$ cat config.mk
export PLATFORM = sky130hd
export DESIGN_NAME = irq_req_collector
export DESIGN_NICKNAME = d
export VERILOG_FILES = /design/src/rtl/irq_pkg.sv /design/src/rtl/prio_enc4.sv /design/src/rtl/irq_req_collector.sv
export SDC_FILE = /design/constraint.sdc
export NUM_CORES = 1
export LEC_CHECK = 0
export CAP_MARGIN = 5
export CELL_PAD_IN_SITES_DETAIL_PLACEMENT = 0
export CELL_PAD_IN_SITES_GLOBAL_PLACEMENT = 1
export CORE_ASPECT_RATIO = 1.5
export CORE_MARGIN = 5
export CORE_UTILIZATION = 33
export DETAILED_ROUTE_END_ITERATION = 6
export GPL_ROUTABILITY_DRIVEN = 1
export PLACE_DENSITY_LB_ADDON = 0.1
export SYNTH_ARGS = -nofsm -noshare
export SYNTH_HDL_FRONTEND = slang
export SYNTH_HIERARCHICAL = 1
export SYNTH_SLANG_ARGS = --single-unit
$ cat constraint.sdc
create_clock -name clk -period 5.3 [get_ports clk]
set_clock_uncertainty 0.2 [all_clocks]
set_input_delay 0.53 -clock clk [delete_from_list [all_inputs] [get_ports clk]]
set_output_delay 0.53 -clock clk [all_outputs]
set_load 0.02 [all_outputs]
$ cat src/rtl/irq_pkg.sv
// Shared types and constants for the four-source interrupt request collector.
package irq_pkg;
  localparam int NUM_SRC = 4;
  localparam int IDX_W   = 2;

  typedef logic [IDX_W-1:0] irq_idx_t;

  typedef enum logic {
    IDLE  = 1'b0,
    OFFER = 1'b1
  } irq_state_t;
endpackage

$ cat src/rtl/prio_enc4.sv
// Combinational 4:2 priority encoder; bit 3 has the highest priority.
module prio_enc4
  import irq_pkg::*;
(
  input  logic [3:0] req,
  output irq_idx_t   idx,
  output logic       valid
);

  always_comb begin
    idx   = '0;
    valid = |req;
    casez (req)
      4'b1???: idx = 2'd3;
      4'b01??: idx = 2'd2;
      4'b001?: idx = 2'd1;
      default: idx = 2'd0;
    endcase
  end

endmodule

$ cat src/rtl/irq_req_collector.sv
// Synchronises four request lines, latches them as pending (edge or level),
// and offers the highest-priority masked source over a valid/ready handshake.
module irq_req_collector
  import irq_pkg::*;
#(
  parameter int NUM_SRC     = 4,
  parameter int SYNC_STAGES = 2
) (
  input  logic               clk,
  input  logic               rst_n,
  input  logic [NUM_SRC-1:0] irq_in,
  input  logic [NUM_SRC-1:0] edge_mode,
  input  logic [NUM_SRC-1:0] mask,
  input  logic [NUM_SRC-1:0] sw_clr,
  output logic [NUM_SRC-1:0] pend_o,
  output logic [NUM_SRC-1:0] ovf_o,
  output logic               req_valid,
  output irq_idx_t           req_idx,
  input  logic               req_ready
);

  logic [SYNC_STAGES-1:0][NUM_SRC-1:0] sync_q;
  logic [NUM_SRC-1:0] hist_q, sync, rise;
  logic [NUM_SRC-1:0] pend_q, pend_d, ovf_q, ovf_d;
  logic [NUM_SRC-1:0] acc_hit, clr;
  logic               accept, enc_valid;
  irq_idx_t           enc_idx, idx_q, idx_d;
  irq_state_t         state_q, state_d;
  logic               vld_q, vld_d;

  // Synchroniser chain plus one history flop for rising-edge detection.
  always_ff @(posedge clk or negedge rst_n) begin
    if (!rst_n) begin
      sync_q <= '0;
      hist_q <= '0;
    end else begin
      sync_q <= {sync_q[SYNC_STAGES-2:0], irq_in};
      hist_q <= sync;
    end
  end

  assign sync   = sync_q[SYNC_STAGES-1];
  assign rise   = sync & ~hist_q;
  assign accept = vld_q & req_ready;

  for (genvar i = 0; i < NUM_SRC; i++) begin : g_src
    assign acc_hit[i] = accept && (idx_q == irq_idx_t'(i));
  end

  assign clr = sw_clr | acc_hit;

  // Edge mode: a same-cycle rise beats any clear. Level mode follows sync.
  assign pend_d = (edge_mode & (rise | (pend_q & ~clr))) | (~edge_mode & sync);
  assign ovf_d  = (edge_mode & rise & pend_q) | (ovf_q & ~sw_clr);

  always_ff @(posedge clk or negedge rst_n) begin
    if (!rst_n) begin
      pend_q <= '0;
      ovf_q  <= '0;
    end else begin
      pend_q <= pend_d;
      ovf_q  <= ovf_d;
    end
  end

  prio_enc4 u_enc (
    .req   (pend_q & mask),
    .idx   (enc_idx),
    .valid (enc_valid)
  );

  // The offered index is captured once in IDLE and frozen through OFFER.
  always_comb begin
    state_d = state_q;
    vld_d   = vld_q;
    idx_d   = idx_q;
    case (state_q)
      IDLE: begin
        if (enc_valid) begin
          idx_d   = enc_idx;
          vld_d   = 1'b1;
          state_d = OFFER;
        end
      end
      OFFER: begin
        if (req_ready) begin
          vld_d   = 1'b0;
          state_d = IDLE;
        end
      end
      default: begin
        vld_d   = 1'b0;
        state_d = IDLE;
      end
    endcase
  end

  always_ff @(posedge clk or negedge rst_n) begin
    if (!rst_n) begin
      state_q <= IDLE;
      vld_q   <= 1'b0;
      idx_q   <= '0;
    end else begin
      state_q <= state_d;
      vld_q   <= vld_d;
      idx_q   <= idx_d;
    end
  end

  assign pend_o    = pend_q;
  assign ovf_o     = ovf_q;
  assign req_valid = vld_q;
  assign req_idx   = idx_q;

endmodule

==> flow_summary.yaml, run 1 <==
status:
  status: "complete, no violations"
setup_path:
  critical_path_depth: 6
  critPathCaptureType: "flip-flop"
  critical-path-slowest-cell: "clkdlybuf4s50_1"
  r2r_setup_slack_ps: 3440
  path_max_fanout: 4
  path_cells: "clkdlybuf4s50_1 > and2_1 > or2_1 > or3_1 > nor2b_4 > mux2_4"
  crit_end: "req_idx[1]"
  cp-startpoint: "mask[3]"
  critPathArrivalTime_ps: 2060
  regToRegStartpoint: "pend_o[3]"
  rr_endpoint: "req_idx[1]"
  worstRegToRegCells: 5
  cp.required_ps: 5250
  critPathKind: "primary input to flip-flop"
  start_kind: "primary input"
  worst-path-buf-inv: 1
  cp_slowest_stage_delay_ps: 390
  crit_family: "simple AND/OR/NAND/NOR gates"
timing:
  drv_slew: 0
  min_period_ps: 2109
  worstMarginPinSlew_ps: 1048
  setup-violations-final: 0
  timing.slew.headroom_pct: 29.94
  fin_tns_setup_ps: 0
  max_freq_mhz: 474.2
  min_period_over_period_pct: 39.79
  rsz0062_at_grt: "no"
  finalHoldViolCount: 0
global_routing:
  grtUsageTotal_pct: 10.70
  use_met1_pct: 12.01
  antenna_found_initial: 0
  grt_pass1_wl_mm: 3.001
  grtUsageMet3_pct: 3.607
  use_met2_pct: 17.96
  overflow: 0
  grt_pass1_vias: 703
  top_usage_layer: "met2"
  grt_max_degree: 25
place:
  dpl_cell_area_mm2: 0.001245
  detailed_place_hpwl_mm: 1.390
  io_buffers: 29
  globalplace.congestion: 0.7169
floorplanning:
  die_h_um: 74.26
  die_w_um: 52.84
  ios: 30
  core_area_mm2: 0.002648
  start_util_pct: 34.31
  die_area_mm2: 0.003923
  rows: 23
routing:
  drtIter0Drc: 4
  vias_per_cell: 4.577
  drtPass1Iterations: 2
  antenna_left: 0
  drc: 0
  via_count: 627
  avgRoutedWirePerCell_um: 13.22
  drt_wl_total_mm: 1.811
clock_network:
  cts_buffers: 3
  clk_pin_slew_ps: 80
  ctsResizeCount: 0
  cts_tree: "built"
  ctsHoldBuffers: 0
  htree_levels: 1
  clk_latency_ps: 270
  cts_root_buf: "clkbuf_8"
  cts.sinks: 24
  cts.path.max_buffers: 2
  cts_setup_buffers: 0
yosys:
  synthesis.instances: 67
  syn_area_per_cell_um2: 13.56
  synth_commonest_cells: "dfrtp_1, inv_1, nand4b_1"
  synth_top_area_share_pct: 66.12
  netlist_area_um2: 908.4
  yosys.area.top_type: "dfrtp_1"
  synthTopCellsByArea: "dfrtp_1, nand4b_1, mux2_4"
  ys_ff_latch: 24
  syn_nets: 86
  ys_seq_area_share_pct: 66.12
  synth.most_common_cell: "dfrtp_1"
  synth_warnings: 6
  synth_edf_count: 0
  synth_cell_types: 18
  synth-async-reset-ratio_pct: 100.0
  synth-main-ff-cell: "dfrtp_1"
pwr:
  clock_power_share_pct: 26.2
  p_int_uw: 341.1
  p_total_uw: 469.8
  pwr_density_cell_mw_per_mm2: 361.4
  sw_frac_of_total_pct: 27.38
  combinationalPowerShare_pct: 24.6
  p_leak_nw: 0.5732
  ir_worst_vdd_mv: 0.1654
  p_switching_uw: 128.6
  power_frac_seq_pct: 49.2
final_layout:
  n_antenna_cell: 0
  area_delta_synth_final_pct: 43.11
  design_area_mm2: 0.001300
  nets: 120
  layout-drive-gt1-share_pct: 9.000
hold_path:
  hold_path_class: "flip-flop to flip-flop"
job:
  drv_cap: 0
-- worst min-delay path by stage --
stage	from	to	slack, ps	depth (start not counted)
floorplan	rst_n	hist_q[0]	30	0
global placement	sync_q[2]	sync[2]	130	0
detailed placement	sync_q[2]	sync[2]	140	0
CTS	sync_q[2]	sync[2]	160	0
global route	sync_q[0]	sync[0]	170	0
finish	sync_q[2]	sync[2]	150	0
-- power by group through the flow --
stage | sequential, mW | clock, mW | combinational, mW
CTS | 0.232 | 0.128 | 0.118
floorplan | 0.248 | 0 | 0.0416
finish | 0.231 | 0.123 | 0.115
detailed placement | 0.235 | 0 | 0.117
global route | 0.235 | 0.135 | 0.124
global placement | 0.236 | 0 | 0.116
-- registers in the layout, indices dropped and copies added, names as in the netlist --
register	flops
hist_q	4
ovf_o	4
pend_o	4
sync	4
sync_q	4
req_idx	2
req_valid	1
state_q	1
-- worst register-to-register path, cell delays in order, from the launching register on --
cell and delay [ps]:
dfrtp_1 410, and2_1 170, or2_1 220, or3_1 300, nor2b_4 150, mux2_4 290
-- layout make-up --
class / instances / area [µm²]
Inverter: 6 / 22.52
Sequential cell: 24 / 600.6
Clock buffer: 4 / 55.05
Multi-Input combinational cell: 37 / 285.3
Tap cell: 37 / 46.29
Timing Repair Buffer: 29 / 290.3
Fill cell: 264 / 1348
-- metrics by stage --
stage	std cells	hold slack (ps)	util, %	setup WS, ps
final	137	155.0	49.10	3191
after global routing	137	171.5	49.10	3151
after CTS	137	160.4	49.10	3196
after detailed placement	133	141.1	47.02	2910
after global placement	133	134.7	47.02	2921
after floorplan	67	34.41	-	3359
-- cell families (layout without fill, tap and decap cells) --
logic type,count (synthesis),in the layout,synth area share [%]
mux,2,2,3.306
simple gates,24,24,19.29
compound gates,11,11,8.817
flops,24,24,66.12
buf+inv,6,39,2.479
-- metal layers --
layer	vias to the layer above	wire [µm]
met3	4	124
met5	-	0
met2	21	929
met4	0	27
li1	300	-
met1	302	730
-- layout by cell type, fill, tap and decap left out, drive strengths merged --
master | netlist | layout
a21o | 3 | 3
and4bb | 1 | 1
nor2b | 1 | 1
nand3b | 1 | 1
o21ai | 4 | 4
inv | 6 | 6
nand4b | 6 | 6
a22o | 3 | 3
clkbuf | 0 | 4
clkdlybuf4s50 | 0 | 29
and2 | 4 | 4
or2 | 1 | 1
or3 | 1 | 1
and3b | 3 | 3
mux2 | 2 | 2
dfrtp | 24 | 24
o2bb2ai | 1 | 1
nand2 | 5 | 5
nand4 | 1 | 1
(Power assumes the default switching activity.)
==> run 2: changes to the inputs <==
Clock period 5.3 ns to 2 ns, I/O delays scaled along.
==> run 2 against run 1 <==
Compared with the run above: hold slack worse by 63 ps; core utilization grew 0.57 points; first-iteration DRC count is 25% lower; largest cell class unchanged; largest power group unchanged; highest routed layer unchanged.
==> flow_summary.yaml, run 2 (same netlist as run 1, synthesis figures left out) <==
status:
  status: "complete, no violations"
job:
  drv_cap: 0
pwr:
  sw_frac_of_total_pct: 26.82
  combinationalPowerShare_pct: 24.8
  power_frac_seq_pct: 49.6
  ir_worst_vdd_mv: 0.4598
  p_switching_uw: 332.1
  clock_power_share_pct: 25.5
  p_leak_nw: 0.5832
  pwr_density_cell_mw_per_mm2: 941.7
  p_int_uw: 906.2
setup_path:
  critical-path-slowest-cell: "dfrtp_1"
  cp_slowest_stage_delay_ps: 410
  critPathArrivalTime_ps: 1810
  r2r_setup_slack_ps: 130
  critPathCaptureType: "flip-flop"
  cp-startpoint: "pend_o[2]"
  regToRegStartpoint: "pend_o[2]"
  crit_end: "req_idx[0]"
  path_cells: "and2_1 > or2_1 > or3_1 > nor2b_4 > mux2_4"
  cp.required_ps: 1950
  critical_path_depth: 5
  worst-path-buf-inv: 0
  critPathKind: "flip-flop to flip-flop"
  rr_endpoint: "req_idx[0]"
  start_kind: "flip-flop"
  path_max_fanout: 4
  worstRegToRegCells: 5
  crit_family: "simple AND/OR/NAND/NOR gates"
final_layout:
  nets: 122
  layout-drive-gt1-share_pct: 10.78
  final_cell_mix: "clkdlybuf4s50_1, dfrtp_1, inv_1, nand4b_1, nand2_1"
  fillers: 265
  n_antenna_cell: 0
  stdcell_count: 139
  area_delta_synth_final_pct: 44.77
  mostFrequentLayoutCell: "clkdlybuf4s50_1"
hold_path:
  hold_path_class: "primary input to asynchronous set/reset pin"
timing:
  max_freq_mhz: 536.1
  min_period_ps: 1865
  setup_slack_ps: 134.5
  worstMarginPinSlew_ps: 302.2
  rsz0062_at_grt: "no"
  timing.slew.headroom_pct: 79.85
  finalHoldViolCount: 0
  fin_tns_setup_ps: 0
  drv_slew: 0
  setup-violations-final: 0
  min_period_over_period_pct: 93.27
  fin_hold_ws_ps: 91.84
clock_network:
  cts_buffers: 3
  cts_setup_buffers: 0
  cts.sinks: 24
  cts_root_buf: "clkbuf_8"
  ctsResizeCount: 0
  clk_latency_ps: 260
  htree_levels: 1
  clk_pin_slew_ps: 80
  cts_tree: "built"
  ctsHoldBuffers: 0
  cts.path.max_buffers: 2
routing:
  drtPass1Iterations: 2
  antenna_left: 0
  drt_wl_total_mm: 1.874
  vias_per_cell: 4.525
  drc: 0
  via_count: 629
  avgRoutedWirePerCell_um: 13.48
  drtIter0Drc: 3
place:
  detailed_place_hpwl_mm: 1.425
  io_buffers: 29
  globalplace.congestion: 0.6928
  dp.cells: 135
  dp_slack_ps: -73.28
global_routing:
  grt_pass1_wl_mm: 3.215
  antenna_found_initial: 0
  grtUsageTotal_pct: 10.93
  grt_max_degree: 25
  grt_pass1_vias: 732
  overflow: 0
floorplanning:
  die_area_mm2: 0.003923
  ios: 30
  start_util_pct: 34.31
  core_area_mm2: 0.002648
  die_h_um: 74.26
  die_w_um: 52.84
  rows: 23
-- run 2: cell count changes in the layout (fill, tap and decap cells not counted), sizes merged --
| cell | previous run | this run |
|---|---|---|
| buf | 0 | 2 |
-- run 2: cell type report --
type	instances	area [µm²]	area share (%)
Inverter	6	22.52	1.713
Timing Repair Buffer	31	305.3	23.22
Clock buffer	4	55.05	4.186
Sequential cell	24	600.6	45.67
Multi-Input combinational cell	37	285.3	21.69
Tap cell	37	46.29	3.520
-- run 2: per-layer routing --
metal / track usage [%] / vias up / share of wire, %
li1: - / 305 / -
met1: 11.83 / 305 / 40
met2: 19.75 / 17 / 53
met3: 2.405 / 2 / 6.1
met4: 5.114 / 0 / 0.91
met5: 0 / - / 0
-- run 2: power by group through the flow --
stage | Sequential, mW | Clock [mW] | Combinational (mW)
2_1_floorplan | 0.658 | 0 | 0.110
3_3_place_gp | 0.624 | 0 | 0.311
3_5_place_dp | 0.623 | 0 | 0.313
4_1_cts | 0.616 | 0.332 | 0.314
5_1_grt | 0.625 | 0.350 | 0.330
6_report | 0.615 | 0.316 | 0.307
-- run 2: worst min-delay path by stage --
stage | start | end | slack [ps] | cells after the start
2_1_floorplan | rst_n | hist_q[0] | -300 | 0
3_3_place_gp | sync_q[2] | sync[2] | 130 | 0
3_5_place_dp | sync_q[1] | sync[1] | 140 | 0
4_1_cts | rst_n | req_idx[0] | 90 | 2
5_1_grt | rst_n | ovf_o[0] | 120 | 2
6_report | rst_n | ovf_o[0] | 90 | 2
-- run 2: stage by stage --
stage	util, %	cell area [µm²]	total power [mW]
floorplan	-	908.4	0.7686
global placement	47.59	1260	0.9350
detailed placement	47.59	1260	0.9359
CTS	49.67	1315	1.262
global route	49.67	1315	1.305
finish	49.67	1315	1.238
